### src/rtl/inv_neg_seq_if.sv
// Operand/result handshake bundle for inv_neg_seq.
// Master drives operands and consumes results; slave is the unit itself.
interface inv_neg_seq_if #(
   parameter int unsigned WIDTH = 16
);
   logic             in_valid;
   logic             in_ready;
   logic [WIDTH-1:0] in_data;
   logic [1:0]       in_mode;
   logic             out_valid;
   logic             out_ready;
   logic [WIDTH-1:0] out_data;
   logic             out_ovf;

   modport master (
      output in_valid, in_data, in_mode, out_ready,
      input  in_ready, out_valid, out_data, out_ovf
   );

   modport slave (
      input  in_valid, in_data, in_mode, out_ready,
      output in_ready, out_valid, out_data, out_ovf
   );
endinterface

### src/rtl/inv_neg_seq.sv
// Chunk-serial pass / invert / negate / abs unit, CHUNK bits per RUN cycle.
// Optional macro INV_ABS_EN turns mode 11 into absolute value; otherwise mode 11 is pass.
module inv_neg_seq #(
   parameter int unsigned WIDTH = 16,
   parameter int unsigned CHUNK = 4
) (
   input  logic          clk,
   input  logic          rst_n,
   inv_neg_seq_if.slave  bus,
   output logic          busy
);
   localparam int unsigned N  = WIDTH / CHUNK;
   localparam int unsigned KW = (N > 1) ? $clog2(N) : 1;

   typedef enum logic [1:0] {IDLE, RUN, DONE} state_t;

   state_t           state_q, state_nxt;
   logic             accept;
   logic             last;
   logic [KW-1:0]    k_q;
   logic [WIDTH-1:0] data_q;
   logic [WIDTH-1:0] res_q;
   logic [WIDTH-1:0] res_nxt;
   logic [WIDTH-1:0] out_data_q;
   logic             inv_q, carry_q, neg_q, msb_q;
   logic             idle_q, out_valid_q, out_ovf_q, busy_q;
   logic             dec_inv, dec_carry;
   logic [CHUNK:0]   sum;

   // Mode decode on the accept edge
   always_comb begin
      dec_inv   = 1'b0;
      dec_carry = 1'b0;
      case (bus.in_mode)
         2'b01: dec_inv = 1'b1;
         2'b10: begin
            dec_inv   = 1'b1;
            dec_carry = 1'b1;
         end
`ifdef INV_ABS_EN
         2'b11: begin
            dec_inv   = bus.in_data[WIDTH-1];
            dec_carry = bus.in_data[WIDTH-1];
         end
`endif
         default: ;
      endcase
   end

   // Low chunk of the shifting operand; results enter at the top of res_q
   always_comb begin
      sum     = {1'b0, data_q[CHUNK-1:0] ^ {CHUNK{inv_q}}} + (CHUNK+1)'(carry_q);
      res_nxt = (res_q >> CHUNK) | (WIDTH'(sum[CHUNK-1:0]) << (WIDTH - CHUNK));
      last    = (k_q == KW'(N - 1));
   end

   always_ff @(posedge clk or negedge rst_n) begin
      if (!rst_n) state_q <= IDLE;
      else        state_q <= state_nxt;
   end

   always_comb begin
      state_nxt = state_q;
      accept    = 1'b0;
      case (state_q)
         IDLE: if (bus.in_valid) begin
            accept    = 1'b1;
            state_nxt = RUN;
         end
         RUN:  if (last) state_nxt = DONE;
         DONE: if (bus.out_ready) state_nxt = IDLE;
         default: state_nxt = IDLE;
      endcase
   end

   // Registered status flags track the next state
   always_ff @(posedge clk or negedge rst_n) begin
      if (!rst_n) begin
         idle_q      <= 1'b1;
         out_valid_q <= 1'b0;
         busy_q      <= 1'b0;
      end else begin
         idle_q      <= (state_nxt == IDLE);
         out_valid_q <= (state_nxt == DONE);
         busy_q      <= (state_nxt != IDLE);
      end
   end

   always_ff @(posedge clk or negedge rst_n) begin
      if (!rst_n) begin
         k_q        <= '0;
         data_q     <= '0;
         res_q      <= '0;
         out_data_q <= '0;
         out_ovf_q  <= 1'b0;
         inv_q      <= 1'b0;
         carry_q    <= 1'b0;
         neg_q      <= 1'b0;
         msb_q      <= 1'b0;
      end else if (accept) begin
         k_q     <= '0;
         data_q  <= bus.in_data;
         res_q   <= '0;
         inv_q   <= dec_inv;
         carry_q <= dec_carry;
         neg_q   <= dec_carry;
         msb_q   <= bus.in_data[WIDTH-1];
      end else if (state_q == RUN) begin
         k_q     <= k_q + KW'(1);
         data_q  <= data_q >> CHUNK;
         res_q   <= res_nxt;
         carry_q <= sum[CHUNK];
         if (last) begin
            out_data_q <= res_nxt;
            out_ovf_q  <= neg_q & msb_q & res_nxt[WIDTH-1];
         end
      end
   end

   assign bus.in_ready  = idle_q & rst_n;
   assign bus.out_valid = out_valid_q;
   assign bus.out_data  = out_data_q;
   assign bus.out_ovf   = out_ovf_q;
   assign busy          = busy_q;
endmodule

### src/flat_wrapper.sv
// flat-port wrapper written by rule: the top's interface ports become plain ports
module inv_neg_seq_flat 
#(
   parameter int unsigned WIDTH = 16,
   parameter int unsigned CHUNK = 4
)
  (clk, rst_n, busy, bus_in_valid, bus_in_data, bus_in_mode, bus_out_ready, bus_in_ready, bus_out_valid, bus_out_data, bus_out_ovf);
  inv_neg_seq_if #(.WIDTH(WIDTH)) bus_i ();
  input  logic clk;
  input  logic rst_n;
  output logic busy;
  input wire logic [$bits(bus_i.in_valid)-1:0] bus_in_valid;
  input wire logic [$bits(bus_i.in_data)-1:0] bus_in_data;
  input wire logic [$bits(bus_i.in_mode)-1:0] bus_in_mode;
  input wire logic [$bits(bus_i.out_ready)-1:0] bus_out_ready;
  output wire logic [$bits(bus_i.in_ready)-1:0] bus_in_ready;
  output wire logic [$bits(bus_i.out_valid)-1:0] bus_out_valid;
  output wire logic [$bits(bus_i.out_data)-1:0] bus_out_data;
  output wire logic [$bits(bus_i.out_ovf)-1:0] bus_out_ovf;
  assign bus_i.in_valid = bus_in_valid;
  assign bus_i.in_data = bus_in_data;
  assign bus_i.in_mode = bus_in_mode;
  assign bus_i.out_ready = bus_out_ready;
  assign bus_in_ready = bus_i.in_ready;
  assign bus_out_valid = bus_i.out_valid;
  assign bus_out_data = bus_i.out_data;
  assign bus_out_ovf = bus_i.out_ovf;
  inv_neg_seq #(.WIDTH(WIDTH), .CHUNK(CHUNK)) u_core (.clk(clk), .rst_n(rst_n), .bus(bus_i), .busy(busy));
endmodule
### config.mk
export PLATFORM = sky130hd
export DESIGN_NAME = inv_neg_seq_flat
export DESIGN_NICKNAME = d
export VERILOG_FILES = /design/src/rtl/inv_neg_seq_if.sv /design/src/rtl/inv_neg_seq.sv /design/src/flat_wrapper.sv
export SDC_FILE = /design/constraint.sdc
export NUM_CORES = 1
export LEC_CHECK = 0
export ABC_AREA = 1
export BUFFER_PORTS_ARGS = -buffer_cell sky130_fd_sc_hd__buf_2
export CAP_MARGIN = 20
export CORE_UTILIZATION = 36
export DETAILED_ROUTE_END_ITERATION = 16
export SETUP_SLACK_MARGIN = 0.02
export SLEW_MARGIN = 20
export SYNTH_ARGS = -nofsm -noshare
export SYNTH_HDL_FRONTEND = slang
export SYNTH_SLANG_ARGS = --single-unit
### constraint.sdc
create_clock -name clk -period 3.43 [get_ports clk]
set_clock_uncertainty 0.15 [all_clocks]
set_input_delay 0.1715 -clock clk [delete_from_list [all_inputs] [get_ports clk]]
set_output_delay 0.1715 -clock clk [all_outputs]
set_load 0.02 [all_outputs]
==> results summary, run 1 <==
The number of vias after detailed routing is approximately 1.7k. The count of input and output buffers is 41. Among the stages of the critical path, the cell type that occurs most often is sky130_fd_sc_hd__inv_2. In this run, the number of DRC markers left after iteration 0 of detailed routing was roughly 100. The worst path meets setup with roughly 1.5 ns of slack. The number of instances in the synthesized netlist is around 240. The largest family of logic cells by synthesized area is compound AO/OA/AOI/OAI gates. The clock latency of the later-clocked register in the worst-skew pair is ~0.31 ns. After detailed routing, the average wire length per cell comes to 11.6 microns.

The first-pass iteration count of the detailed router came out at 4. In this run the tightest slew margin relative to its limit is 0.546. Setup repair after global routing left no endpoint under its margin. The proportion of layout cells with a drive suffix above 1 is 0.200. The DRC violation count after routing came out at 0.

The worst-case clock buffer depth came out at 2. The wire length of the first global-routing pass came out at 7230 microns. The die covers 6740 sq um. At the placement stage, the worst setup path has a slack of 1.50 ns. The maximum cell stage delay along the critical path is 0.44 ns. The source of the worst hold timing path is bus_in_mode[1].

On the critical path, the stage with the largest delay is an instance of sky130_fd_sc_hd__dfrtp_1. The time the final worst path needs with I/O delays and setup is slightly below 2 ns. For the pin with the worst max-slew slack, the measured transition is 0.681 ns.

The number of antenna violations at the first check in global routing was 0. The netlist uses 23 different library cells. The synthesized-area fraction occupied by ao, oa, aoi and oai cells came out at 0.141. The area of the placeable core is 6060 sq um. Clock-pin slew was measured on the worst setup and hold paths at about 0.090 ns. The final weighted congestion of routability-driven global placement came out at 0.721.

The average instance in the mapped netlist occupies 9.75 sq um. In this run the worst setup path begins at u_core.state_q[0]. The fraction of the cycle the final worst path needs came out at 0.568. Across the run, the number of max-cap violations was 0. The library cell used most frequently in the layout, excluding fill and tap cells, is sky130_fd_sc_hd__nand2_1.

The number of global-route vias before repair came out at 1566. The maximum number of pins on one net before global-route repair is 57. The die width came out at 82.1 microns.

The H-tree level count came out at 2. The number of buffers created by CTS is 5. The total negative slack for setup checks is 0 ns. The post-synthesis cell type with the largest combined area is sky130_fd_sc_hd__dfrtp_1. The number of nets in the final layout came out at 320. The worst setup path is of the flip-flop to flip-flop kind. The residual overflow from global routing came out at 0. The clock tree root buffer cell is sky130_fd_sc_hd__clkbuf_8. The share of synthesized area spent on multiplexers came out at 0.

The share of the Yosys chip area taken by registers is 0.607. Relative to the synthesized area, the layout overhead comes to 23.3%. In this run the worst hold path is classified as input port to flip-flop. In this run the core area contains 28 standard-cell rows. The worst vdd rail ir drop is 0.346 mV. The count of final setup violators came out at 0. between 40 and 50 I/O pins were placed.

The post-cts resize count came out at 0. The synthesized flop and latch total is 56. At the worst endpoint, the required time is 3.52 ns. The overall die height came out at 82.1 microns.

The ratio of total power to cell area came out at 876 nW/um^2. The overall power consumption came out at 2.49 mW. Of all nets on the critical path, the largest fanout is 30. Of the total synthesized cell area, the portion taken by full adders, half adders and majority gates is 0.0217. The xor/xnor cell area share of the yosys netlist is 0.0114. The final-report max-slew violation count is 0. Of the post-synthesis cell area, the dominant cell type holds 0.596. The number of sinks on the clock net is 56.

The final count of hold timing violations came out at 0. The leakage power of the design is 1.45 nW. The total wire length after detailed routing came out at about 4300 microns.

The final cell count without fillers came out at 370. The number of cells in the design after placement came out at 344. After filler insertion, the fill cell instance count of the layout stands at 609.

In this run the critical register-to-register path is launched from u_core.state_q[0]. The worst setup path is captured at a flip-flop. Leaving out fill and tap cells, the most frequent cells in the layout are sky130_fd_sc_hd__nand2_1 (56), sky130_fd_sc_hd__dfrtp_1 (55), sky130_fd_sc_hd__buf_2 (41). After synthesis the cells add up to 2310 sq um. The initial utilization of the core area, before any placement, comes to 0.381.

The TritonCTS clock tree is yes. When the netlist entered floorplanning its net count stood at 263. Using the TritonRoute via totals, the vias-per-cell ratio works out to 4.59. The run finished with clean final reports. The yosys synthesis warning count came out at 0. In the post-synthesis netlist, the biggest area contributors are sky130_fd_sc_hd__dfrtp_1 (60%), sky130_fd_sc_hd__nand2_1 (9.1%), sky130_fd_sc_hd__inv_1 (6.3%).

The antenna diode count came out at 0. Walking the worst path, the cells encountered are inv_2, nor2_4, inv_2, nand2_2, o21ai_0, inv_1, a21oi_1. The post-synthesis simple-gate area fraction is 0.125. The antenna violation net count after detailed routing came out at 0. The worst setup path is launched from a flip-flop.

Data arrives at the worst endpoint at slightly above 2 ns. The total half-perimeter wirelength after legalization and detailed placement is 2810 microns. For this run, the total global-route usage over all layers was measured as 0.147. The top achievable clock speed came out at about 510 MHz.
## Yosys cell counts, drive strengths merged
master and count:
a21oi 2, a22o 1, buf 10, dfrtp 55, dfstp 1, ha 4
inv 43, nand2 59, nand3 3, nand4 1, nor2 6, o211ai 2
o21ai 24, o221ai 10, o22ai 11, o31ai 2, xnor2 1, xor2 2
## power breakdown
part	total, mW	internal (mW)	switching, mW	leakage, nW
clock network	0.422	0.217	0.205	0.0552
logic	1.02	0.350	0.666	0.669
registers	1.06	0.937	0.119	0.726
total	2.49	1.50	0.990	1.45
## through the flow
stage,hold WS [ns],utilization,instance area (sq um)
floorplan,-0.274,-,2310
global placement,0.238,0.422,2560
detailed placement,0.239,0.422,2560
CTS,0.0238,0.470,2850
global route,0.0583,0.470,2850
finish,0.0311,0.470,2850
## cells by family after synthesis
kind of cell / count (synthesis)
AND/OR/NAND/NOR: 69
flip-flops: 56
buffers and inverters: 53
XOR/XNOR: 3
AO/OA/AOI/OAI: 52
adder cells (fa/ha/maj): 4
## critical path: cells and delay by family (launching register included)
kind	cells	cell delay [ns]
DFF	1	0.44
buffers and inverters	3	0.47
AOI/OAI and AO/OA	2	0.31
and+or+nand+nor	2	0.49
## cell type report
class,count,area [sq um],share of cell area
tap,75,93.8,0.0330
clock buffer,6,72.6,0.0255
sequential,56,1400,0.493
clock inverter,2,35.0,0.0123
inverter,43,161,0.0567
timing repair buffer,60,393,0.138
multi-input combinational,128,689,0.242
## what timing repair did
action | 4_1_cts | 5_1_grt
buffers inserted | 0 | 0
hold buffers | 18 | 0
endpoints found under the setup margin | 0 | 0
hold endpoints to repair | 74 | 0
## flip-flops by register name, summed over array words and instances (netlist names)
signal	count
u_core.state_q	2
u_core.bus.out_ovf	1
u_core.inv_q	1
u_core.idle_q	1
u_core.data_q	16
u_core.res_q	12
u_core.busy	1
u_core.msb_q	1
u_core.neg_q	1
u_core.carry_q	1
u_core.k_q	2
u_core.bus.out_data	16
u_core.bus.out_valid	1
## worst paths after layout
path	end	depth (start not counted)	slack, ns
max in group asynchronous	u_core.busy	3	2.24
hold reg to reg	u_core.bus.out_data[15]	2	0.33
hold / removal	u_core.inv_q	3	0.03
setup / recovery	u_core.carry_q	7	1.48
min in group asynchronous	u_core.bus.out_data[9]	3	0.44
setup reg to reg	u_core.carry_q	7	1.48
## metal layers
| layer | GRT usage | part of all wire | vias to the layer above |
|---|---|---|---|
| met1 | 0.195 | 0.52 | 784 |
| met2 | 0.225 | 0.43 | 36 |
| met4 | 0.0526 | 0.011 | 0 |
| met5 | 0 | 0 | - |
| li1 | - | - | 875 |
| met3 | 0.0462 | 0.037 | 5 |
No activity file was read; power rests on OpenSTA's default activity.
==> run 2: changes to the inputs <==
- clock period: 3.43 -> 1.6 ns (I/O delays scaled with it)
==> run 2 against run 1 <==
Effect of this change: via count rose by 4.7%; register-to-register slack worse by 1.4 ns; first-iteration DRC count fell by 43%; flip-flop and latch count unchanged; global-route usage shrank 0.42 points; worst setup slack got worse by 1.4 ns; clock power grew 150%; critical path type unchanged; count of clock-buffer cells in the layout down 1; utilization grew 2.2 points; combinational power increased by 140%; worst hold slack got worse by 0.012 ns.
==> results summary, run 2 (synthesized netlist as in run 1, its figures left out) <==
The kind of cell adding the most delay to the critical path is flip-flops. The worst-case clock buffer depth came out at 2 (unchanged). The total setup buffers inserted after CTS was 0 (unchanged).

TritonCTS built the clock tree. The count of boundary I/O pins is 42 (unchanged). The library cells used most frequently in the layout, excluding fill and tap cells, are sky130_fd_sc_hd__nand2_1 (55), sky130_fd_sc_hd__dfrtp_1 (55), sky130_fd_sc_hd__buf_2 (41).

The proportion of layout cells with a drive suffix above 1 was 0.239 (+0.0393). The instance count along the most critical hold path came to 4 (+1). The category of the worst setup path capture point is a flip-flop.

The final count of hold timing violations came to 0 (unchanged). The antenna violation net count after detailed routing is 0 (unchanged). The leakage power of the design is 1.51 nW (+4.3%). The number of sinks on the clock net is 56 (unchanged). The first-pass iteration count of the detailed router came out at 4 (unchanged). The fraction of the cycle the final worst path needs came to 0.947 (+0.379). On the critical path, the stage with the largest delay is an instance of sky130_fd_sc_hd__dfrtp_1. Traced cell by cell, the critical path runs through buf_4, inv_1, nand2_1, nand2_1, ha_2, xor2_2, o22ai_1. The die width came to 82.1 microns (unchanged). The floorplan die area came out at 6740 sq um (unchanged). For hold timing, the worst endpoint is u_core.inv_q. The antenna diode count is 0 (unchanged). The maximum cell stage delay along the critical path is 0.39 ns (-0.05 ns). The overall die height is 82.1 microns (unchanged).

The clock transition at the registers of the reported paths came out at 0.10 ns (about the same). The critical setup path kind is flip-flop to flip-flop. The worst setup slack for register-to-register paths is 0.09 ns (-1.40 ns). The count of input and output buffers is 41 (unchanged). The overall power consumption is 5.72 mW (+130%). The worst hold path begins at bus_in_mode[0]. The effective utilization at floorplan came out at 0.381 (unchanged). The iteration-0 DRC count of the detailed router came out at 59 (-43%). The wire length of the first global-routing pass is 7230 microns (unchanged). The clock latency of the later-clocked register in the worst-skew pair is 0.30 ns (about the same). The critical path buffer and inverter count is 2 (-1). The tightest min-delay check is of the input port to flip-flop type. The number of global-route vias before repair is 1631 (+4.2%).

Setup repair after global routing could not meet its margin everywhere. The post-route cell area was 2980 sq um (+4.7%). The detail-routed via count per cell is 4.68 (+2.0%). The flow ran to the end, and the final reports show no timing, DRC or antenna violations. The maximum number of pins on one net before global-route repair came out at 39 (-32%).

The instance area at placement is 2650 sq um (+3.4%). The worst-case headroom to the max-slew limit was 0.681 (+0.135). The total wire length after detailed routing came out at 4370 microns (+1.9%). The number of nets in the final layout came out at 331 (+3.4%). The number of vias after detailed routing was 1780 (+4.7%). The ratio of total power to cell area is 1920 nW/um^2 (+120%). The tree is rooted in a sky130_fd_sc_hd__clkbuf_8.

The time the final worst path needs with I/O delays and setup is 1.51 ns (-0.433 ns). The final-report max-slew violation count is 0 (unchanged). The residual overflow from global routing is 0 (unchanged).

The highest fanout seen on the critical path is 6 (-80%). The area of the placeable core came out at 6060 sq um (unchanged). The DRC violation count after routing came to 0 (unchanged). The final weighted congestion of routability-driven global placement is 0.705 (-2.2%). The top achievable clock speed came out at 660 MHz (+29%). The worst register-to-register path ends at u_core.res_q[14]. The count of final setup violators is 0 (unchanged). The aggregate global-route resource usage is 0.143 (-0.00422).

The total half-perimeter wirelength after legalization and detailed placement is 3050 microns (+8.4%). The number of antenna violations at the first check in global routing is 0 (unchanged). The data arrival time of the worst path came out at 1.55 ns (-0.49 ns).

The number of buffers created by CTS was 5 (unchanged). The wire length per cell after detailed routing came out at 11.5 microns (-0.81%). The data required time of the worst path is 1.63 ns (-1.89 ns). The area overhead of the layout relative to synthesis came out at 29.1%. The origin of the critical flop-to-flop path is u_core.inv_q. The worst vdd rail ir drop came out at 0.875 mV (+150%). The worst slack at placement was 0.0747 ns (-1.43 ns).

The H-tree level count was 2 (unchanged). The cell row count is 28 (unchanged). The count of max-cap constraint violations came out at 0 (unchanged). The worst reg-to-reg path cell count was 7 (unchanged). The pin slew with the least headroom to its limit came to 0.478 ns (-0.203 ns). The startpoint class of the critical path is a flip-flop. By instance count, the cell type seen most on the critical path is sky130_fd_sc_hd__nand2_1. The worst setup slack after layout is 0.0855 ns (-1.40 ns).
==> run 2: per-stage QoR <==
step / util / hold WS, ns / TNS [ns] / instances
final: 0.492 / 0.0195 / 0 / 380
after global routing: 0.492 / 0.0275 / -0.0217 / 380
after CTS: 0.489 / 0.0221 / 0 / 380
after detailed placement: 0.437 / -0.00615 / 0 / 354
after global placement: 0.437 / -0.0114 / 0 / 354
after floorplan: - / -0.366 / 0 / 237
==> run 2: how the worst max path moves through the flow <==
stage | from | end | slack, ns | depth (start not counted)
after floorplan | u_core.inv_q | u_core.bus.out_data[14] | 0.04 | 6
after CTS | u_core.inv_q | u_core.bus.out_data[14] | 0.06 | 7
after global placement | u_core.inv_q | u_core.bus.out_data[14] | 0.12 | 5
after detailed placement | u_core.inv_q | u_core.bus.out_data[14] | 0.07 | 7
after global routing | u_core.inv_q | u_core.res_q[14] | -0.01 | 7
final | u_core.inv_q | u_core.res_q[14] | 0.09 | 7
==> run 2: layer usage <==
layer	wire length [microns]	track usage
met1	2170	0.185
met2	1990	0.236
met3	178	0.0330
met4	29	0.0421
met5	0	0
==> run 2: area by class of cell <==
type	instances	area (sq um)
clock buffer	5	68.8
clock inverter	2	60.1
fill	583	3080
inverter	43	161
multi-input combinational	128	704
sequential	56	1400
tap	75	93.8
timing repair buffer	71	490
==> run 2: power by group <==
group	total, mW	leakage [nW]	internal [mW]	switching [mW]
clock network	1.04	0.0642	0.616	0.423
logic	2.43	0.722	0.924	1.51
registers	2.24	0.726	2.01	0.235
==> run 2: timing repair <==
action | CTS | global route
endpoints found under the hold margin | 77 | 0
setup endpoints to repair | 0 | 3
resized for setup | 0 | 4
hold buffers | 19 | 0
==> run 2: worst min-delay path, stage by stage <==
cell and delay [ns]:
sky130_fd_sc_hd__buf_2 0.09, sky130_fd_sc_hd__inv_1 0.04, sky130_fd_sc_hd__ha_1 0.13, sky130_fd_sc_hd__o21ai_0 0.08
==> run 3: changes to the inputs <==
- CELL_PAD_IN_SITES_DETAIL_PLACEMENT: unset -> 1
- CELL_PAD_IN_SITES_GLOBAL_PLACEMENT: unset -> 1
- PLACE_DENSITY_LB_ADDON: unset -> 0.1
==> run 3 against run 2 <==
Effect of this change: clock power down 22%; via count up 0.62%; final cell count increased by 0.53%; fmax down 0.41%; power fell by 2.0%; critical endpoint unchanged.
==> results summary, run 3 (synthesized netlist as in run 1, its figures left out) <==
The maximum cell stage delay along the critical path is 0.46 ns (+0.07 ns). The overall die height came out at 82.1 microns (unchanged). The number of sinks on the clock net came out at 56 (unchanged). The wire length per cell after detailed routing came out at 13.1 microns (+14%). The internal power is 3.31 mW (-6.8%). The worst hold path belongs to the class input port to flip-flop. The clock transition at the registers of the reported paths was 0.10 ns (about the same). The utilization of the core after routing came to 0.493 (+0.000619). The number of vias after detailed routing is 1791 (+0.62%).

The first-pass iteration count of the detailed router is 4 (unchanged). The DRC violation count after routing came out at 0 (unchanged). The area overhead of the layout relative to synthesis is 29.3%. The die width is 82.1 microns (unchanged). The count of input and output buffers came out at 41 (unchanged). The largest individual stage delay along the critical path comes from the cell sky130_fd_sc_hd__dfrtp_2. The worst setup slack for register-to-register paths was 0.08 ns (about the same). In this run the clock root is driven by a sky130_fd_sc_hd__clkbuf_8. The proportion of layout cells with a drive suffix above 1 came out at 0.261 (+0.0212). In the layout the commonest cells are sky130_fd_sc_hd__nand2_1 (54), sky130_fd_sc_hd__dfrtp_1 (54), sky130_fd_sc_hd__buf_2 (41). The worst slack at placement came out at 0.0205 ns (-0.0542 ns). The number of buffers created by CTS is 5 (unchanged). The number of antenna violations at the first check in global routing is 0 (unchanged). The kind of cell adding the most delay to the critical path is flip-flops. The count of max-cap constraint violations was 0 (unchanged). The antenna diode count came to 0 (unchanged). The run finished with clean final reports.

Setup repair after global routing could not meet its margin everywhere. The effective utilization at floorplan is 0.381 (unchanged). The total wire length after detailed routing is 5010 microns (+15%). The top achievable clock speed is 658 MHz (-0.41%).

The final weighted congestion of routability-driven global placement was 0.772 (+9.4%). The minimum hold slack is 0.0439 ns (+0.0244 ns). The critical path buffer and inverter count is 0 (-2). The power share of the combinational group is 0.449 (+0.023).

TritonCTS built the clock tree. The detail-routed via count per cell is 4.69 (about the same). The worst-case clock buffer depth is 2 (unchanged). Walking the worst path, the cells encountered are xor2_2, ha_2, ha_4, xor2_1, o22ai_1. The maximum number of pins on one net before global-route repair came out at 32 (-18%). The residual overflow from global routing is 0 (unchanged). The leakage power of the design came out at 1.50 nW (-0.94%). The area of the placeable core came out at 6060 sq um (unchanged).

The ratio of total power to cell area was 1880 nW/um^2 (-2.2%). The worst vdd rail ir drop is 0.704 mV (-20%). STA classifies the critical path endpoint as a flip-flop.

The sequential fraction of design power is 0.406 (+0.013). The overall power consumption is 5.60 mW (-2.0%). The fraction of the cycle the final worst path needs came to 0.950 (+0.00391). The total of fill cells in the finished design is 708 (+21%).

The worst-case headroom to the max-slew limit is 0.767 (+0.0856). The data arrival time of the worst path came out at 1.57 ns (+0.02 ns). The count of final setup violators came out at 0 (unchanged).

In this run the critical register-to-register path is launched from u_core.inv_q. The share of total power in the clock network was 0.144 (-0.038). The highest fanout seen on the critical path came to 5 (-1).

The final-report max-slew violation count was 0 (unchanged). The antenna violation net count after detailed routing was 0 (unchanged). The data required time of the worst path is 1.65 ns (+0.02 ns). The net switching fraction of the power came out at 0.409 (+0.0301).

The total half-perimeter wirelength after legalization and detailed placement is 3560 microns (+17%). The number of nets in the final layout is 332 (+0.30%). The worst setup path is launched from a flip-flop. The start point of the critical path is u_core.inv_q. The cell row count came to 28 (unchanged). The clock latency of the later-clocked register in the worst-skew pair came out at 0.31 ns (about the same). In this run the most critical hold path is launched from bus_in_mode[0]. The worst setup slack after layout came to 0.0793 ns (-0.00625 ns). The pin slew with the least headroom to its limit is 0.350 ns (-0.128 ns).

The number of global-route vias before repair came out at 1831 (+12%). The count of boundary I/O pins is 42 (unchanged). The total net switching power came to 2.29 mW (+5.7%).

The time the final worst path needs with I/O delays and setup came out at 1.52 ns (+0.00625 ns). The instance area at placement was 2660 sq um (+0.28%). The aggregate global-route resource usage came out at 0.169 (+0.0263). The post-route cell area is 2990 sq um (+0.13%).

The H-tree level count came out at 2 (unchanged). The floorplan die area came out at 6740 sq um (unchanged). The critical setup path kind is flip-flop to flip-flop. The wire length of the first global-routing pass came out at 8360 microns (+16%).

The final count of hold timing violations is 0 (unchanged). The iteration-0 DRC count of the detailed router was 88 (+49%).
==> run 3: cell count changes in the layout (fill, tap and decap cells not counted), moves of 2 or more <==
cell,before,now
sky130_fd_sc_hd__nand3_2,0,2
sky130_fd_sc_hd__o21ai_1,8,11
sky130_fd_sc_hd__o21ai_0,16,13
sky130_fd_sc_hd__nand3_1,3,1
sky130_fd_sc_hd__bufinv_16,2,0
==> run 3: repair_timing <==
action	CTS	global route
resized for setup	1	14
hold endpoints to repair	77	0
setup buffers	0	0
endpoints found under the setup margin	3	8
hold buffers	19	0
pin swaps	1	4
==> run 3: tightest hold or removal path, delay by kind of cell <==
| kind | cells | cell delay [ns] |
|---|---|---|
| AOI/OAI and AO/OA | 1 | 0.10 |
| buffers and inverters | 2 | 0.14 |
| adders and majority gates | 1 | 0.14 |
==> run 3: metal layers <==
layer,vias up,track usage,share of wire
met5,-,0,0
li1,896,-,-
met1,853,0.192,0.44
met2,35,0.303,0.51
met3,7,0.0429,0.031
met4,0,0.0632,0.015
==> run 3: per-stage QoR <==
stage / TNS (ns) / instances
floorplan: 0 / 237
global placement: 0 / 355
detailed placement: 0 / 355
CTS: 0 / 382
global route: -0.00112 / 382
finish: 0 / 382
==> run 3: path summary, 6_finish.rpt <==
kind                                               end  cells after the start
worst max-delay path                  u_core.res_q[14]                      5
worst min-delay path                      u_core.inv_q                      4
worst max register to register        u_core.res_q[14]                      5
worst min register to register  u_core.bus.out_data[2]                      2
max in group asynchronous                 u_core.inv_q                      3
min in group asynchronous       u_core.bus.out_data[2]                      3
==> run 3: power by group through the flow <==
| stage | logic, mW | registers (mW) | clock network, mW |
|---|---|---|---|
| after global routing | 2.84 | 2.35 | 0.898 |
| after CTS | 2.48 | 2.27 | 0.841 |
| final | 2.52 | 2.28 | 0.808 |
| after floorplan | 1.43 | 2.50 | 0 |
| after detailed placement | 2.43 | 2.30 | 0 |
| after global placement | 2.38 | 2.27 | 0 |
==> run 3: area by class of cell <==
class / instances / area [sq um] / share of cell area
clock buffer: 7 / 86.3 / 0.0289
clock inverter: 1 / 7.51 / 0.00251
inverter: 43 / 161 / 0.0541
multi-input combinational: 128 / 734 / 0.246
sequential: 56 / 1400 / 0.470
tap: 75 / 93.8 / 0.0314
timing repair buffer: 72 / 498 / 0.167
